### src/rtl/hc_pkg.sv
`default_nettype none
// ============================================================================
//  Module   : hc_pkg
//  Purpose  : Shared types and constants for the hc read arbiter slice.
//             t_client_id : index of a requesting read engine
//             t_rd_req    : buffer read request (buffer index + line offset)
//  Revision : 1.0 - initial release
// ============================================================================
package hc_pkg;

  localparam int HC_RD_ARB_MAX_CLIENTS = 8;
  localparam int HC_BUFID_W            = 3;
  localparam int HC_OFFSET_W           = 11;

  typedef logic [2:0] t_client_id;

  typedef struct packed {
    logic [HC_BUFID_W-1:0]  buf_id;
    logic [HC_OFFSET_W-1:0] offset;
  } t_rd_req;

endpackage
`default_nettype wire

### src/rtl/hc_tag_fifo.sv
`default_nettype none
// ============================================================================
//  Module   : hc_tag_fifo
//  Purpose  : In-order FIFO of client ids. Records which client owns each
//             outstanding read so responses can be routed back in order.
//  Ports    : clk, reset      - clock, synchronous active-high reset
//             push, push_id   - enqueue a client id
//             pop             - dequeue the head (caller guarantees !empty)
//             head            - client id at the head of the queue
//             count, empty    - occupancy
//  Revision : 1.0 - initial release
// ============================================================================
module hc_tag_fifo
  import hc_pkg::*;
#(
  parameter int DEPTH = 64
) (
  input  logic                   clk,
  input  logic                   reset,
  input  logic                   push,
  input  t_client_id             push_id,
  input  logic                   pop,
  output t_client_id             head,
  output logic [$clog2(DEPTH):0] count,
  output logic                   empty
);

  localparam int AW = $clog2(DEPTH);

  t_client_id     r_mem [DEPTH];
  logic [AW-1:0]  r_wr_ptr;
  logic [AW-1:0]  r_rd_ptr;
  logic [AW:0]    r_count;

  // Storage needs no reset: only entries between the pointers are ever read.
  always_ff @(posedge clk) begin
    if (push) begin
      r_mem[r_wr_ptr] <= push_id;
    end
  end

  always_ff @(posedge clk) begin
    if (reset) begin
      r_wr_ptr <= '0;
      r_rd_ptr <= '0;
      r_count  <= '0;
    end else begin
      if (push) begin
        r_wr_ptr <= r_wr_ptr + 1'b1;
      end
      if (pop) begin
        r_rd_ptr <= r_rd_ptr + 1'b1;
      end
      case ({push, pop})
        2'b10:   r_count <= r_count + 1'b1;
        2'b01:   r_count <= r_count - 1'b1;
        default: r_count <= r_count;
      endcase
    end
  end

  assign head  = r_mem[r_rd_ptr];
  assign count = r_count;
  assign empty = (r_count == '0);

endmodule
`default_nettype wire

### src/rtl/hc_read_arbiter.sv
`default_nettype none
// ============================================================================
//  Module   : hc_read_arbiter
//  Purpose  : Round-robin arbiter sharing one buffer read-request channel
//             among NUM_CLIENTS read engines. Grants one request per cycle,
//             records the grantee in an in-order tag FIFO and routes each
//             in-order read response back to its issuing client.
//  Ports    : clk, reset                       - clock, sync active-high reset
//             req_valid/req_buf_id/req_offset  - per-client requests
//             req_ready                        - one-hot combinational grant
//             rd_full                          - shared channel back-pressure
//             rd_valid/rd_buf_id/rd_offset     - registered issued request
//             rsp_valid/rsp_data               - in-order buffer responses
//             cl_rsp_valid/cl_rsp_data         - routed response (1 cycle)
//             outstanding                      - reads in flight
//             err_orphan                       - sticky orphan-response flag
//  Option   : HC_RD_ARB_STATS_EN adds grant_count (per-client 32-bit
//             saturating grant counters) and stall_cycles (saturating count
//             of cycles with a pending request but grants disabled).
//  Revision : 1.0 - initial release
// ============================================================================
module hc_read_arbiter
  import hc_pkg::*;
#(
  parameter int NUM_CLIENTS = 4,
  parameter int OFFSET_W    = HC_OFFSET_W,
  parameter int BUFID_W     = HC_BUFID_W,
  parameter int DATA_W      = 512,
  parameter int TAG_DEPTH   = 64
) (
  input  logic                          clk,
  input  logic                          reset,
  input  logic [NUM_CLIENTS-1:0]        req_valid,
  input  logic [NUM_CLIENTS*BUFID_W-1:0]  req_buf_id,
  input  logic [NUM_CLIENTS*OFFSET_W-1:0] req_offset,
  output logic [NUM_CLIENTS-1:0]        req_ready,
  input  logic                          rd_full,
  output logic                          rd_valid,
  output logic [BUFID_W-1:0]            rd_buf_id,
  output logic [OFFSET_W-1:0]           rd_offset,
  input  logic                          rsp_valid,
  input  logic [DATA_W-1:0]             rsp_data,
  output logic [NUM_CLIENTS-1:0]        cl_rsp_valid,
  output logic [DATA_W-1:0]             cl_rsp_data,
  output logic [$clog2(TAG_DEPTH):0]    outstanding,
  output logic                          err_orphan
`ifdef HC_RD_ARB_STATS_EN
  ,
  output logic [NUM_CLIENTS*32-1:0]     grant_count,
  output logic [31:0]                   stall_cycles
`endif
);

  localparam int CNT_W = $clog2(TAG_DEPTH) + 1;

  t_client_id        r_ptr;
  t_client_id        w_winner;
  t_client_id        w_head;
  logic              w_found;
  logic              w_grant_en;
  logic              w_grant;
  logic              w_pop;
  logic              w_empty;
  logic [CNT_W-1:0]  w_count;
  t_rd_req           w_sel;
  t_rd_req           r_req;

  // Full is judged on the current occupancy only, so a pop in the same
  // cycle does not open a slot until the following cycle.
  assign w_grant_en = !rd_full && (w_count < CNT_W'(TAG_DEPTH));

  // Round-robin scan starting just after the last winner: first the clients
  // above the pointer, then wrap around to those at or below it.
  always_comb begin
    w_found  = 1'b0;
    w_winner = '0;
    for (int i = 0; i < NUM_CLIENTS; i++) begin
      if (!w_found && req_valid[i] && (i > int'(r_ptr))) begin
        w_found  = 1'b1;
        w_winner = t_client_id'(i);
      end
    end
    for (int i = 0; i < NUM_CLIENTS; i++) begin
      if (!w_found && req_valid[i] && (i <= int'(r_ptr))) begin
        w_found  = 1'b1;
        w_winner = t_client_id'(i);
      end
    end
  end

  assign w_grant   = w_grant_en && w_found;
  assign req_ready = w_grant ? (NUM_CLIENTS'(1) << w_winner) : '0;

  // Request mux with constant slices per client.
  always_comb begin
    w_sel = '0;
    for (int i = 0; i < NUM_CLIENTS; i++) begin
      if (t_client_id'(i) == w_winner) begin
        w_sel.buf_id = HC_BUFID_W'(req_buf_id[i*BUFID_W +: BUFID_W]);
        w_sel.offset = HC_OFFSET_W'(req_offset[i*OFFSET_W +: OFFSET_W]);
      end
    end
  end

  assign w_pop = rsp_valid && !w_empty;

  hc_tag_fifo #(
    .DEPTH   (TAG_DEPTH)
  ) u_tag_fifo (
    .clk     (clk),
    .reset   (reset),
    .push    (w_grant),
    .push_id (w_winner),
    .pop     (w_pop),
    .head    (w_head),
    .count   (w_count),
    .empty   (w_empty)
  );

  always_ff @(posedge clk) begin
    if (reset) begin
      r_ptr        <= '0;
      rd_valid     <= 1'b0;
      r_req        <= '0;
      cl_rsp_valid <= '0;
      cl_rsp_data  <= '0;
      err_orphan   <= 1'b0;
    end else begin
      rd_valid <= w_grant;
      if (w_grant) begin
        r_ptr <= w_winner;
        r_req <= w_sel;
      end
      cl_rsp_valid <= w_pop ? (NUM_CLIENTS'(1) << w_head) : '0;
      if (w_pop) begin
        cl_rsp_data <= rsp_data;
      end
      // A response with no tag queued is dropped and flagged until reset.
      if (rsp_valid && w_empty) begin
        err_orphan <= 1'b1;
      end
    end
  end

  assign rd_buf_id   = BUFID_W'(r_req.buf_id);
  assign rd_offset   = OFFSET_W'(r_req.offset);
  assign outstanding = w_count;

`ifdef HC_RD_ARB_STATS_EN
  logic [31:0] r_grant_cnt [NUM_CLIENTS];
  logic [31:0] r_stall_cnt;

  always_ff @(posedge clk) begin
    if (reset) begin
      for (int i = 0; i < NUM_CLIENTS; i++) begin
        r_grant_cnt[i] <= '0;
      end
      r_stall_cnt <= '0;
    end else begin
      for (int i = 0; i < NUM_CLIENTS; i++) begin
        if (req_ready[i] && (r_grant_cnt[i] != '1)) begin
          r_grant_cnt[i] <= r_grant_cnt[i] + 32'd1;
        end
      end
      if ((|req_valid) && !w_grant_en && (r_stall_cnt != '1)) begin
        r_stall_cnt <= r_stall_cnt + 32'd1;
      end
    end
  end

  for (genvar g = 0; g < NUM_CLIENTS; g++) begin : g_grant_count
    assign grant_count[g*32 +: 32] = r_grant_cnt[g];
  end

  assign stall_cycles = r_stall_cnt;
`endif

endmodule
`default_nettype wire
### config.mk
export PLATFORM = sky130hd
export DESIGN_NAME = hc_read_arbiter
export DESIGN_NICKNAME = d
export VERILOG_FILES = /design/src/rtl/hc_pkg.sv /design/src/rtl/hc_tag_fifo.sv /design/src/rtl/hc_read_arbiter.sv
export SDC_FILE = /design/constraint.sdc
export NUM_CORES = 1
export LEC_CHECK = 0
export ABC_CLOCK_PERIOD_IN_PS = 10100
export CAP_MARGIN = 15
export CORE_AREA = 2 2 431 433
export DETAILED_ROUTE_END_ITERATION = 16
export DIE_AREA = 0 0 433 435
export PLACE_DENSITY = 0.33
export SYNTH_ARGS = -nofsm -noshare
export SYNTH_HDL_FRONTEND = slang
export SYNTH_SLANG_ARGS = --single-unit
export TNS_END_PERCENT = 5
### constraint.sdc
create_clock -name clk -period 10.1 [get_ports clk]
set_input_delay 2.02 -clock clk [delete_from_list [all_inputs] [get_ports clk]]
set_output_delay 2.02 -clock clk [all_outputs]
set_load 0.005 [all_outputs]
==> metrics.md <==
| Metric | Value |
|---|---|
| Cells after DPL | `6232` |
| Vias in the first global route | `23260` |
| Rows | `158` |
| Fraction of the yosys area taken by sequential cells | `59.77%` |
| Count of synthesis-stage warnings from yosys | `0` |
| CTS H-Tree Depth | `3` |
| Clock-pin slew on the worst setup and hold paths | `0.05 ns` |
| Start point of the worst min-delay path | `cl_rsp_data[20]$_SDFFE_PP0P_` |
| Top cell by count, worst path | `clkdlybuf4s50_1` |
| Floorplan die width | `433 µm` |
| Arrival time of data at the critical path endpoint | `4.61 ns` |
| Combined global-route utilization of all metal layers | `14.27%` |
| Maximum buffer depth of the clock tree | `3` |
| DRT Pass-1 Iters | `5` |
| Proportion of register bits with asynchronous set or reset after synthesis | `0%` |
| Total Nets Final | `4430` |
| Top achievable clock speed | `150.9 MHz` |
| Number of violations of the max-capacitance limit | `0` |
| Leakage power summed over all cells | `14.24 nW` |
| Worst path slowest cell | `clkdlybuf4s50_1` |
| Clock latency of the later-clocked register in the worst-skew pair | `0.72 ns` |
| Number of enable flip-flop cells after synthesis | `128` |
| Area of the core | `0.1840 mm²` |
| Number of violations reported at the end of detailed-routing iteration 0 | `1345` |
| Flip-flop and latch count after synthesis | `687` |
| Total gr overflow | `0` |
| Worst vdd rail ir drop | `0.1937 mV` |
| Cells along the critical path | `clkdlybuf4s50_1 > nor2_1 > a211oi_4 > inv_1 > buf_4 > nor3_1 > clkdlybuf4s50_1` |
| Worst Reg-to-Reg Cells | `8` |
| Slowest cell delay on critical path | `0.89 ns` |
| Period utilization | `65.61%` |
| Cell depth of the worst min-delay path | `2` |
| Half-perimeter wire length after detailed placement | `102600 µm` |
| First-pass GRT wire length | `190400 µm` |
| Final critical delay including setup and external delays | `6.626 ns` |
| I/O pin count | `1119` |
| Power density of the placed cells | `275.3 mW/mm²` |
| Commonest non-fill, non-tap cells in the layout | `clkdlybuf4s50_1 (1117), nand2_1 (1044), dfxtp_1 (557)` |
| Syn Std Cell Area | `0.02515 mm²` |
| Worst Hold Path EP | `cl_rsp_data[20]$_SDFFE_PP0P_` |
| Top FF cell, synth | `dfxtp_1` |
| Via count | `23670` |
| Final setup fails | `0` |
| Post-route ant nets | `0` |
| Most common cell after layout, fill and taps aside | `clkdlybuf4s50_1` |
| Family with the most delay on the worst path | `buffers and inverters` |
| Data required, critical path | `8.08 ns` |
| Worst Setup End Kind | `output port` |
| Wire length per cell | `21.73 µm` |
| Min-delay worst type | `reg2reg` |
| Count of cell types in the netlist | `53` |
| Post-route DRC violation count | `0` |
| Reg-to-Reg End | `cl_rsp_data[228]$_SDFFE_PP0P_` |
| Clock skew after layout | `0.01968 ns` |
| Initial cell density of the core | `13.67%` |
| Routed wire length | `139400 µm` |
| Post-CTS Setup Bufs | `0` |
| Setup ws final | `3.474 ns` |
| Final non-filler cell total | `6413` |
| Global placer's final weighted congestion | `0.8961` |
| Critical register-to-register path startpoint | `u_tag_fifo.count[3]$_SDFFE_PP0P_` |
| Synth Net Count | `3407` |
| Total Die Area | `0.1884 mm²` |
| Number of instances in the synthesized netlist | `2826` |
| Filler cells | `20250` |
| # port buffers | `1118` |
| Initial antenna violation count | `58` |
| DR vias/cell | `3.691` |
| Worst-case headroom to the max-slew limit | `18.44%` |
| Total negative slack | `0 ns` |
| RSZ-0062 raised after global routing | `false` |
| Pin count of the biggest net entering global routing | `195` |
| Fin. max-slew vios | `0` |
| Worst reg2reg setup slack | `5.80 ns` |
| Critical path start-end classification | `in2out` |
| Clk root buf | `clkbuf_16` |
| Launching element type of the critical path | `input pin` |
| Worst slack at placement | `3.491 ns` |
| Total power | `11.56 mW` |
| TritonCTS clock tree | `yes` |
| Overall die height | `435 µm` |
| Clock tree sinks | `687` |
| Final count of hold timing violations | `0` |
| Result of the run | `finished, final reports clean` |
| Num CTS Buffers | `94` |
| Post-CTS resize count | `0` |
| Slew of the pin with the lowest slew margin | `1.223 ns` |
| Layout cell share with drive strength beyond 1 | `5.129%` |
| Critical path peak fanout | `24` |
| Average cell area after synthesis | `8.901 µm²` |
| Buffer and inverter count on the worst path | `4` |
| Signed area change from the synthesized netlist to the final layout | `66.88%` |
| Hold Buf Count CTS | `0` |
## through the flow
stage / instance area (µm²) / utilization [%] / hold WS, ns
3_3_place_gp: 38850 / 21.11 / 0.4410
3_5_place_dp: 38850 / 21.11 / 0.4453
2_1_floorplan: 25150 / - / 0.4527
4_1_cts: 41930 / 22.78 / 0.4528
5_1_grt: 41950 / 22.79 / 0.4645
6_report: 41980 / 22.81 / 0.4502
## tightest hold or removal path: cells and delay by family (launching register included)
family / cells / cell delay, ns
AO/OA/AOI/OAI: 1 / 0.05
flip-flops: 1 / 0.30
AND/OR/NAND/NOR: 1 / 0.05
## where the power goes
part	leakage [nW]	switching [mW]	total, mW	internal (mW)
logic	7.01	2.27	4.22	1.95
clock network	1.51	1.37	3.38	2.01
registers	5.72	0.408	3.96	3.55
total	14.2	4.05	11.6	7.50
## synthesized netlist by cell type (all sizes together), types with 5 or more instances
| cell | number | area, µm² |
|---|---|---|
| a31oi | 5 | 31.28 |
| nand2b | 5 | 31.28 |
| mux2i | 12 | 120.1 |
| nor2 | 115 | 431.7 |
| nand2 | 1045 | 3923 |
| mux4 | 35 | 837.1 |
| clkbuf | 164 | 615.6 |
| o21ai | 21 | 105.1 |
| a211oi | 16 | 125.1 |
| inv | 6 | 22.52 |
| dfxtp | 559 | 11190 |
| nand3b | 9 | 67.56 |
| ha | 5 | 62.56 |
| buf | 53 | 285.3 |
| a21o | 13 | 97.59 |
| xor2 | 12 | 105.1 |
| nand4 | 5 | 31.28 |
| edfxtp | 128 | 3844 |
| a21oi | 549 | 2748 |
| nand3 | 16 | 80.08 |
## worst max path at each step
stage,slack (ns),cells past startpoint,from,endpoint
final,3.47,7,req_valid[1],req_ready[3]
after global routing,3.25,7,req_valid[1],req_ready[3]
after CTS,3.48,7,req_valid[1],req_ready[3]
after detailed placement,3.49,7,req_valid[1],req_ready[3]
after global placement,3.49,7,req_valid[1],req_ready[3]
after floorplan,4.72,16,req_valid[1],u_tag_fifo.count[6]$_SDFFE_PP0P_
## cell type report
cell class | instances | area [µm²] | area share, %
repair buffers | 1144 | 11470 | 27.32
multi-input cells | 1916 | 9223 | 21.97
well taps | 2480 | 3103 | 7.392
diodes | 14 | 35.03 | 0.08346
clock buffers | 137 | 2740 | 6.528
flip-flops and latches | 687 | 15040 | 35.82
inverters | 6 | 30.03 | 0.07154
clock inverters | 29 | 341.6 | 0.8138
## logic make-up (layout without fill, tap and decap cells)
family	count (synthesis)	after routing	share of synthesized area (%)
buffers and inverters	223	1316	3.671
other	0	14	0
XOR/XNOR	16	16	0.5571
flip-flops	687	687	59.77
multiplexers	48	48	3.850
adder cells (fa/ha/maj)	5	5	0.2487
AO/OA/AOI/OAI	620	620	12.86
AND/OR/NAND/NOR	1227	1227	19.04
## per-layer routing
| metal | share of wire (%) | up-vias | GRT usage, % |
|---|---|---|---|
| met4 | 2.3 | 24 | 3.429 |
| li1 | - | 11460 | - |
| met1 | 41 | 11240 | 16.75 |
| met2 | 49 | 744 | 24.78 |
| met5 | 0.11 | - | 0 |
| met3 | 7.6 | 205 | 4.780 |
## flip-flops by register name, summed over array words and instances (netlist names), named ones only
register and cells:
cl_rsp_data 512, cl_rsp_valid 4, err_orphan 1, r_ptr 2, rd_buf_id 3, rd_offset 11, rd_valid 1, u_tag_fifo.count 7
u_tag_fifo.r_mem 128, u_tag_fifo.r_rd_ptr 6, u_tag_fifo.r_wr_ptr 6
No activity file was read; power rests on OpenSTA's default activity.
